## src/rtl/boot_ahb_arbiter.sv

```systemverilog
// boot_ahb_arbiter: two-master AHB-Lite arbiter and mux for the shared memory.
// Master 0 is the SPI boot loader and master 1 is the processor core. The loader
// wins arbitration while boot_mode is set and the core wins afterwards. A master
// keeps the bus until it presents IDLE with hmastlock low, so bursts and locked
// sequences are never split.
module boot_ahb_arbiter #(
  parameter logic PARK_MASTER = 1'b1,
  parameter int   AW          = 32,
  parameter int   DW          = 32
) (
  input  logic          clk,
  input  logic          reset,
  input  logic          boot_mode,

  input  logic [AW-1:0] m0_haddr,
  input  logic [1:0]    m0_htrans,
  input  logic          m0_hwrite,
  input  logic [2:0]    m0_hsize,
  input  logic [2:0]    m0_hburst,
  input  logic [3:0]    m0_hprot,
  input  logic          m0_hmastlock,
  input  logic [DW-1:0] m0_hwdata,
  output logic          m0_hready,
  output logic          m0_hresp,
  output logic [DW-1:0] m0_hrdata,

  input  logic [AW-1:0] m1_haddr,
  input  logic [1:0]    m1_htrans,
  input  logic          m1_hwrite,
  input  logic [2:0]    m1_hsize,
  input  logic [2:0]    m1_hburst,
  input  logic [3:0]    m1_hprot,
  input  logic          m1_hmastlock,
  input  logic [DW-1:0] m1_hwdata,
  output logic          m1_hready,
  output logic          m1_hresp,
  output logic [DW-1:0] m1_hrdata,

  output logic [AW-1:0] s_haddr,
  output logic [1:0]    s_htrans,
  output logic          s_hwrite,
  output logic [2:0]    s_hsize,
  output logic [2:0]    s_hburst,
  output logic [3:0]    s_hprot,
  output logic          s_hmastlock,
  output logic [DW-1:0] s_hwdata,
  input  logic          s_hready,
  input  logic          s_hresp,
  input  logic [DW-1:0] s_hrdata,

  output logic          grant,
  output logic          dphase_valid,
  output logic          dphase_owner
);

  localparam logic [1:0] HTRANS_IDLE = 2'b00;

  logic grant_q, grant_d;
  logic dphase_valid_q, dphase_valid_d;
  logic dphase_owner_q, dphase_owner_d;

  logic       m0_req, m1_req;
  logic [1:0] own_htrans;
  logic       own_lock;
  logic       arb_point;

  assign m0_req = m0_htrans[1];
  assign m1_req = m1_htrans[1];

  // Address/control mux: only the granted master ever reaches the slave.
  always_comb begin
    s_haddr     = m0_haddr;
    s_htrans    = m0_htrans;
    s_hwrite    = m0_hwrite;
    s_hsize     = m0_hsize;
    s_hburst    = m0_hburst;
    s_hprot     = m0_hprot;
    s_hmastlock = m0_hmastlock;
    if (grant_q) begin
      s_haddr     = m1_haddr;
      s_htrans    = m1_htrans;
      s_hwrite    = m1_hwrite;
      s_hsize     = m1_hsize;
      s_hburst    = m1_hburst;
      s_hprot     = m1_hprot;
      s_hmastlock = m1_hmastlock;
    end
  end

  // Write data follows the data phase, which lags the address phase by one beat.
  always_comb begin
    s_hwdata = dphase_owner_q ? m1_hwdata : m0_hwdata;
  end

  // Grant may only move when the owner is idle, unlocked and the slave is ready.
  always_comb begin
    own_htrans = grant_q ? m1_htrans : m0_htrans;
    own_lock   = grant_q ? m1_hmastlock : m0_hmastlock;
    arb_point  = s_hready && (own_htrans == HTRANS_IDLE) && !own_lock;
    grant_d    = grant_q;
    if (arb_point) begin
      if (boot_mode) begin
        if (m0_req)      grant_d = 1'b0;
        else if (m1_req) grant_d = 1'b1;
        else             grant_d = 1'b0;
      end else begin
        if (m1_req)      grant_d = 1'b1;
        else if (m0_req) grant_d = 1'b0;
        else             grant_d = PARK_MASTER;
      end
    end
  end

  // Data-phase tracker advances only when the slave completes the current beat.
  always_comb begin
    dphase_valid_d = dphase_valid_q;
    dphase_owner_d = dphase_owner_q;
    if (s_hready) begin
      dphase_valid_d = s_htrans[1];
      dphase_owner_d = grant_q;
    end
  end

  // State registers for grant and the data-phase tracker.
  always_ff @(posedge clk or posedge reset) begin
    if (reset) begin
      grant_q        <= 1'b0;
      dphase_valid_q <= 1'b0;
      dphase_owner_q <= 1'b0;
    end else begin
      grant_q        <= grant_d;
      dphase_valid_q <= dphase_valid_d;
      dphase_owner_q <= dphase_owner_d;
    end
  end

  // Ready and response steering: the bus owner sees the slave, a waiting requester is stalled.
  always_comb begin
    m0_hready = 1'b1;
    m1_hready = 1'b1;
    m0_hresp  = 1'b0;
    m1_hresp  = 1'b0;
    if ((dphase_valid_q && !dphase_owner_q) || !grant_q) m0_hready = s_hready;
    else if (m0_req)                                     m0_hready = 1'b0;
    if ((dphase_valid_q && dphase_owner_q) || grant_q)   m1_hready = s_hready;
    else if (m1_req)                                     m1_hready = 1'b0;
    if (dphase_valid_q && !dphase_owner_q) m0_hresp = s_hresp;
    if (dphase_valid_q && dphase_owner_q)  m1_hresp = s_hresp;
  end

  assign m0_hrdata    = s_hrdata;
  assign m1_hrdata    = s_hrdata;
  assign grant        = grant_q;
  assign dphase_valid = dphase_valid_q;
  assign dphase_owner = dphase_owner_q;

endmodule

```

## config.mk

```make
export PLATFORM = sky130hd
export DESIGN_NAME = boot_ahb_arbiter
export DESIGN_NICKNAME = d
export VERILOG_FILES = /design/src/rtl/boot_ahb_arbiter.sv
export SDC_FILE = /design/constraint.sdc
export NUM_CORES = 1
export LEC_CHECK = 0
export CAP_MARGIN = 5
export CORE_AREA = 2 2 135 137
export CTS_BUF_LIST = sky130_fd_sc_hd__clkbuf_8
export DETAILED_ROUTE_END_ITERATION = 12
export DIE_AREA = 0 0 137 139
export HOLD_SLACK_MARGIN = 0.15
export PLACE_DENSITY_LB_ADDON = 0.25
export SLEW_MARGIN = 20
export SYNTH_ARGS = -nofsm -noshare
export SYNTH_HDL_FRONTEND = slang
export SYNTH_SLANG_ARGS = --single-unit
export TNS_END_PERCENT = 5
```

## constraint.sdc

```tcl
create_clock -name clk -period 1.6 [get_ports clk]
set_clock_uncertainty 0.1 [all_clocks]
set_input_delay 0.32 -clock clk [delete_from_list [all_inputs] [get_ports clk]]
set_output_delay 0.32 -clock clk [all_outputs]
set_load 0.05 [all_outputs]
```

==> results of run 1 <==
[state kept, by name, indices dropped and copies added, names as in the netlist]
| name | cells |
|---|---|
| dphase_owner | 1 |
| dphase_valid | 1 |
| grant | 1 |
[cells in the final DEF (no fill, tap or decap), drive strengths merged]
master / n
a21oi: 4
a31oi: 1
and3: 1
buf: 104
clkbuf: 5
clkdlybuf4s50: 159
dfrtp: 3
dlygate4sd2: 1
inv: 7
maj3: 1
mux2: 76
mux2i: 4
nand2: 1
nand2b: 1
nand4: 1
nor2: 3
[how the worst min path moves through the flow]
stage	from	to	slack [ns]
floorplan	reset	dphase_owner	-0.03
global placement	reset	dphase_owner	0.42
detailed placement	reset	dphase_owner	0.42
CTS	reset	dphase_valid	0.19
global route	reset	dphase_valid	0.20
finish	reset	dphase_valid	0.18
[routing by layer]
layer / up-vias / part of all wire, % / GRT usage (%)
li1: 936 / - / -
met1: 894 / 32 / 7.677
met2: 160 / 53 / 15.58
met3: 29 / 11 / 3.143
met4: 0 / 3.7 / 4.341
met5: - / 0 / 0
[power groups by stage]
| stage | clock (mW) | combinational (mW) | sequential [mW] |
|---|---|---|---|
| after floorplan | 0 | 4.44 | 0.254 |
| after global placement | 0 | 6.97 | 0.168 |
| after detailed placement | 0 | 6.98 | 0.166 |
| after CTS | 0.222 | 7.41 | 0.166 |
| after global routing | 0.228 | 8.06 | 0.160 |
| final | 0.215 | 7.76 | 0.155 |
[worst register-to-register path, cell delays in order, from the launching register on]
cell     delay, ns
dfrtp_2       0.40
buf_12        0.15
buf_8         0.13
mux2i_2       0.17
buf_4         0.17
buf_4         0.11
nand4_1       0.09
mux2i_1       0.14
[cells by family after synthesis]
| logic type | share of synthesized area [%] |
|---|---|
| buf+inv | 34.64 |
| fa+ha+maj | 0.5922 |
| compound gates | 1.777 |
| simple gates | 1.999 |
| flops | 4.441 |
| mux | 56.55 |
[what timing repair did]
action / in CTS / in global routing
endpoints found under the setup margin: 81 / 84
setup buffers: 0 / 2
resized for setup: 63 / 26
cloned: 0 / 2
pin swaps: 3 / 1
endpoints found under the hold margin: 0 / 0
[metrics by stage]
step | setup WS (ns) | area, um^2 | TNS, ns
2_1_floorplan | -0.2937 | 1759 | -10.76
3_3_place_gp | -0.1311 | 4458 | -0.8065
3_5_place_dp | -0.1442 | 4458 | -0.8366
4_1_cts | -0.2701 | 4736 | -15.09
5_1_grt | -0.2918 | 4906 | -18.21
6_report | -0.2501 | 4906 | -15.02
[area by class of cell]
cell class	count	area share (%)
clock buffer	3	0.8416
multi-input combinational	93	25.35
tap	229	5.840
inverter	6	0.5101
timing repair buffer	266	65.77
clock inverter	1	0.07651
sequential	3	1.607
==> results_dict.tcl, run 1 <==
set metrics [dict create \
    synth_nets 369 \
    initialDrtViolationCount 29 \
    min_period_ns 1.850 \
    wirelength_um 8842 \
    place_congestion 0.7160 \
    min_path_type "in -> async" \
    clock_sinks 3 \
    rrSetupSlack_ns 0.02 \
    setup_slack_ns -0.2501 \
    worst-path-max-fanout 16 \
    postCtsHoldBufs 0 \
    critPathTopFamily "buffers and inverters" \
    grt_max_degree 34 \
    cp-end-kind "output pin" \
    p_total_mw 8.128 \
    postRouteAntennaNets 0 \
    via_per_inst 3.359 \
    synth-main-ff-cell "dfrtp_1" \
    yosysTopAreaCellShare_pct 40.64 \
    cts-root-buf "clkbuf_8" \
    path_cells "buf_12 -> clkbuf_16 -> mux2_2 -> buf_12" \
    worst_path_max_delay_cell "mux2_2" \
    hpwl_um 7373 \
    via_count 2019 \
    design.core.area_um2 17660 \
    cpMostUsedCell "buf_12" \
    p_seq_share_pct 1.9 \
    crit_path_start "grant" \
    instances_no_fill 601 \
    yosysWarningCount 0 \
    critPathKind "reg -> out" \
    cts_tree "done" \
    synth_async_sr_flop_share_pct 100.0 \
    fmax_mhz 540.5 \
    power.leakage_nw 2.123 \
    path_clk_slew_ns 0.03 \
    cts_max_level 1 \
    ir_drop_mv 0.7036 \
    cp.depth 4 \
    grt_usage_pct 8.332 \
    clk_path_buf_depth 2 \
    synth_seq_area_share_pct 4.441 \
    finalCritPeriodShare_pct 115.6 \
    syn_inst 176 \
    final_core_util_pct 27.78 \
    antenna_found_initial 0 \
    rsz0062_at_grt "yes" \
    path_buf_inv 3 \
    antennaDiodeCount 0 \
    internal-power_mw 4.113 \
    die_h_um 139 \
    whs_ns 0.1803 \
    synth_most_common_cell "buf_4" \
    hold_violations 0 \
    seq_area_um2 78.83 \
    drive_gt1_share_pct 54.03 \
    p_sw_share_pct 49.40 \
    p_comb_share_pct 95.4 \
    syn_area_per_cell_um2 9.604 \
    crit_path_start_kind "register" \
    firstDrtPassIters 3 \
    syn2layout_area_growth_pct 190.2 \
    r2r_start "grant" \
    r2r-end "grant" \
    wl_per_cell_um 14.71 \
    violations "setup timing" \
    synthesis.area_um2 1690 \
    pwr-share-clk_pct 2.6 \
    yosysTopAreaCell "mux2_2" \
    synth_cell_types 18 \
    arrival_ns 1.43 \
    io_pins 342 \
    die_w_um 137 \
    num_rows 49 \
    start_util_pct 9.573 \
    overflow 0 \
    drc 0 \
    die-area_um2 19040 \
    slew_headroom_pct 88.48 \
    grt_pass1_wl_um 12030 \
    p_sw_mw 4.015 \
    synth_edf_count 0 \
    slew_viol_final 0 \
    fillers 1820 \
    cts_buffers 3 \
    run_status "finished with violations" \
    grt_pass1_vias 2215 \
    ys_seq_elements 3 \
    rr_worst_depth 7 \
    setup-violations-final 81 \
    multiInputGateArea_um2 1244 \
    worst_pin_slew_ns 0.1694 \
    dp_cells 593 \
    max_stage_delay_ns 0.37 \
    critPathCapture "s_haddr[17]" \
    synth_common_cells "buf_4 (67), mux2_2 (61), mux2_4 (15)" \
    cap_violations 0 \
    required_ns 1.18 \
    clock_latency_ns 0.22 \
    ys_top_cells_by_area "mux2_2 (41%), buf_4 (30%), mux2_4 (13%), dfrtp_1 (4.4%), buf_6 (2.7%)" \
    nNetsFinal 566 \
    portBuffers 245 \
    power_density_nw_per_um2 1657 \
]
No activity file was read; power rests on OpenSTA's default activity.
==> run 2: changes to the inputs <==
--- a/config.mk
+++ b/config.mk
@@ -6,14 +6,13 @@
 export NUM_CORES = 1
 export LEC_CHECK = 0
 export CAP_MARGIN = 5
-export CORE_AREA = 2 2 135 137
+export CORE_AREA = 4 4 129 131
 export CTS_BUF_LIST = sky130_fd_sc_hd__clkbuf_8
 export DETAILED_ROUTE_END_ITERATION = 12
-export DIE_AREA = 0 0 137 139
+export DIE_AREA = 0 0 133 135
 export HOLD_SLACK_MARGIN = 0.15
 export PLACE_DENSITY_LB_ADDON = 0.25
 export SLEW_MARGIN = 20
 export SYNTH_ARGS = -nofsm -noshare
 export SYNTH_HDL_FRONTEND = slang
 export SYNTH_SLANG_ARGS = --single-unit
-export TNS_END_PERCENT = 5
==> results_dict.tcl, run 2 (synthesis results as in run 1) <==
set metrics [dict create \
    run_status "finished with violations" \
    violations "setup timing" \
    postRouteAntennaNets 0 \
    wl_per_cell_um 14.42 \
    met2_length_um 4644 \
    worst_pin_slew_ns 0.2688 \
    drive_gt1_share_pct 55.32 \
    wl_met3_um 1170 \
    whs_ns 0.1633 \
    cap_violations 0 \
    rr_worst_depth 6 \
    min_period_ns 1.882 \
    cp-end-kind "output pin" \
    arrival_ns 1.46 \
    p_total_mw 9.310 \
    die_w_um 133 \
    power_density_nw_per_um2 1719 \
    portBuffers 245 \
    cts-root-buf "clkbuf_8" \
    setup-violations-final 82 \
    cts_max_level 1 \
    nNetsFinal 579 \
    cts_tree "done" \
    ir_drop_mv 1.103 \
    wirelength_um 8666 \
    grt_max_degree 21 \
    fmax_mhz 531.3 \
    design.core.area_um2 15600 \
    slew_headroom_pct 81.57 \
    clock_sinks 3 \
    firstDrtPassIters 4 \
    overflow 0 \
    grt_pass1_vias 2306 \
    io_pins 342 \
    drc 0 \
    rsz0062_at_grt "yes" \
    slew_viol_final 0 \
    die_h_um 135 \
    via_per_inst 3.326 \
    finalCritPeriodShare_pct 117.6 \
    clock_latency_ns 0.22 \
    grt_pass1_wl_um 12280 \
    initialDrtViolationCount 29 \
    min_path_type "in -> async" \
    antennaDiodeCount 0 \
    instances_no_fill 601 \
    m1WireLength_um 2783 \
    power.leakage_nw 2.411 \
    layout_common_cells "clkdlybuf4s50_1 (159), buf_12 (83), mux2_4 (70)" \
    dp_cells 583 \
    grt_usage_pct 8.543 \
    place_congestion 0.6861 \
    crit_path_start_kind "register" \
    critPathKind "reg -> out" \
    syn2layout_area_growth_pct 220.4 \
    hold_violations 0 \
    clk_path_buf_depth 2 \
    die-area_um2 17960 \
    worst-path-max-fanout 6 \
    start_util_pct 10.84 \
    via_count 1999 \
    dr.max_layer_used "met4" \
    antenna_found_initial 0 \
    final_common_cell "clkdlybuf4s50_1" \
    num_rows 46 \
    path_clk_slew_ns 0.03 \
    hpwl_um 7547 \
    cts_buffers 3 \
    required_ns 1.18 \
    setup_slack_ns -0.2822 \
    fillers 1570 \
]
## run 2: worst paths after layout
kind / slack (ns) / start / endpoint
worst max register to register: 0.06 / grant / grant
min in group clk: 0.54 / s_hrdata[17] / m0_hrdata[17]
worst max-delay path: -0.28 / dphase_owner / s_hwdata[19]
worst min register to register: 0.57 / dphase_valid / dphase_valid
max in group asynchronous: 1.10 / reset / dphase_valid
worst min-delay path: 0.16 / reset / dphase_owner
## run 2: per-layer routing
layer  vias to the layer above  track usage, %
met2                       161           15.55
met3                        13           5.179
li1                        959               -
met4                         0           1.559
met1                       866           8.403
met5                         -               0
## run 2: area by class of cell
class	count	area [um^2]	share of cell area (%)
Tap cell	216	270.3	4.990
Inverter	6	22.52	0.4158
Sequential cell	3	78.83	1.455
Clock buffer	3	41.29	0.7623
Timing Repair Buffer	279	3686	68.05
Clock inverter	1	3.754	0.06930
Multi-Input combinational cell	93	1314	24.26
## run 2: power breakdown
group | switching (mW) | internal (mW)
sequential | 0.0785 | 0.114
combinational | 4.10 | 4.80
clock | 0.0563 | 0.164
total | 4.24 | 5.07
## run 2: what timing repair did
item / CTS / global route
gates resized for setup: 27 / 17
buffers inserted: 8 / 5
setup endpoints to repair: 82 / 83
pin swaps: 1 / 1
gates cloned: 2 / 3
hold buffers: 0 / 0
## run 2: through the flow
| step | TNS [ns] | setup slack, ns | cell area (um^2) | util (%) |
|---|---|---|---|---|
| final | -19.36 | -0.2822 | 5416 | 34.73 |
| after detailed placement | -1.660 | -0.1638 | 5035 | 32.28 |
| after global placement | -1.540 | -0.1416 | 5035 | 32.28 |
| after CTS | -18.48 | -0.2824 | 5285 | 33.88 |
| after floorplan | -9.010 | -0.2937 | 1948 | - |
| after global routing | -23.13 | -0.3253 | 5416 | 34.73 |
## run 2: critical path, cell delays in order, from the launching register on
cell and delay [ns]:
dfrtp_2 0.46, buf_4 0.17, clkbuf_16 0.15, mux2_4 0.31, buf_12 0.15
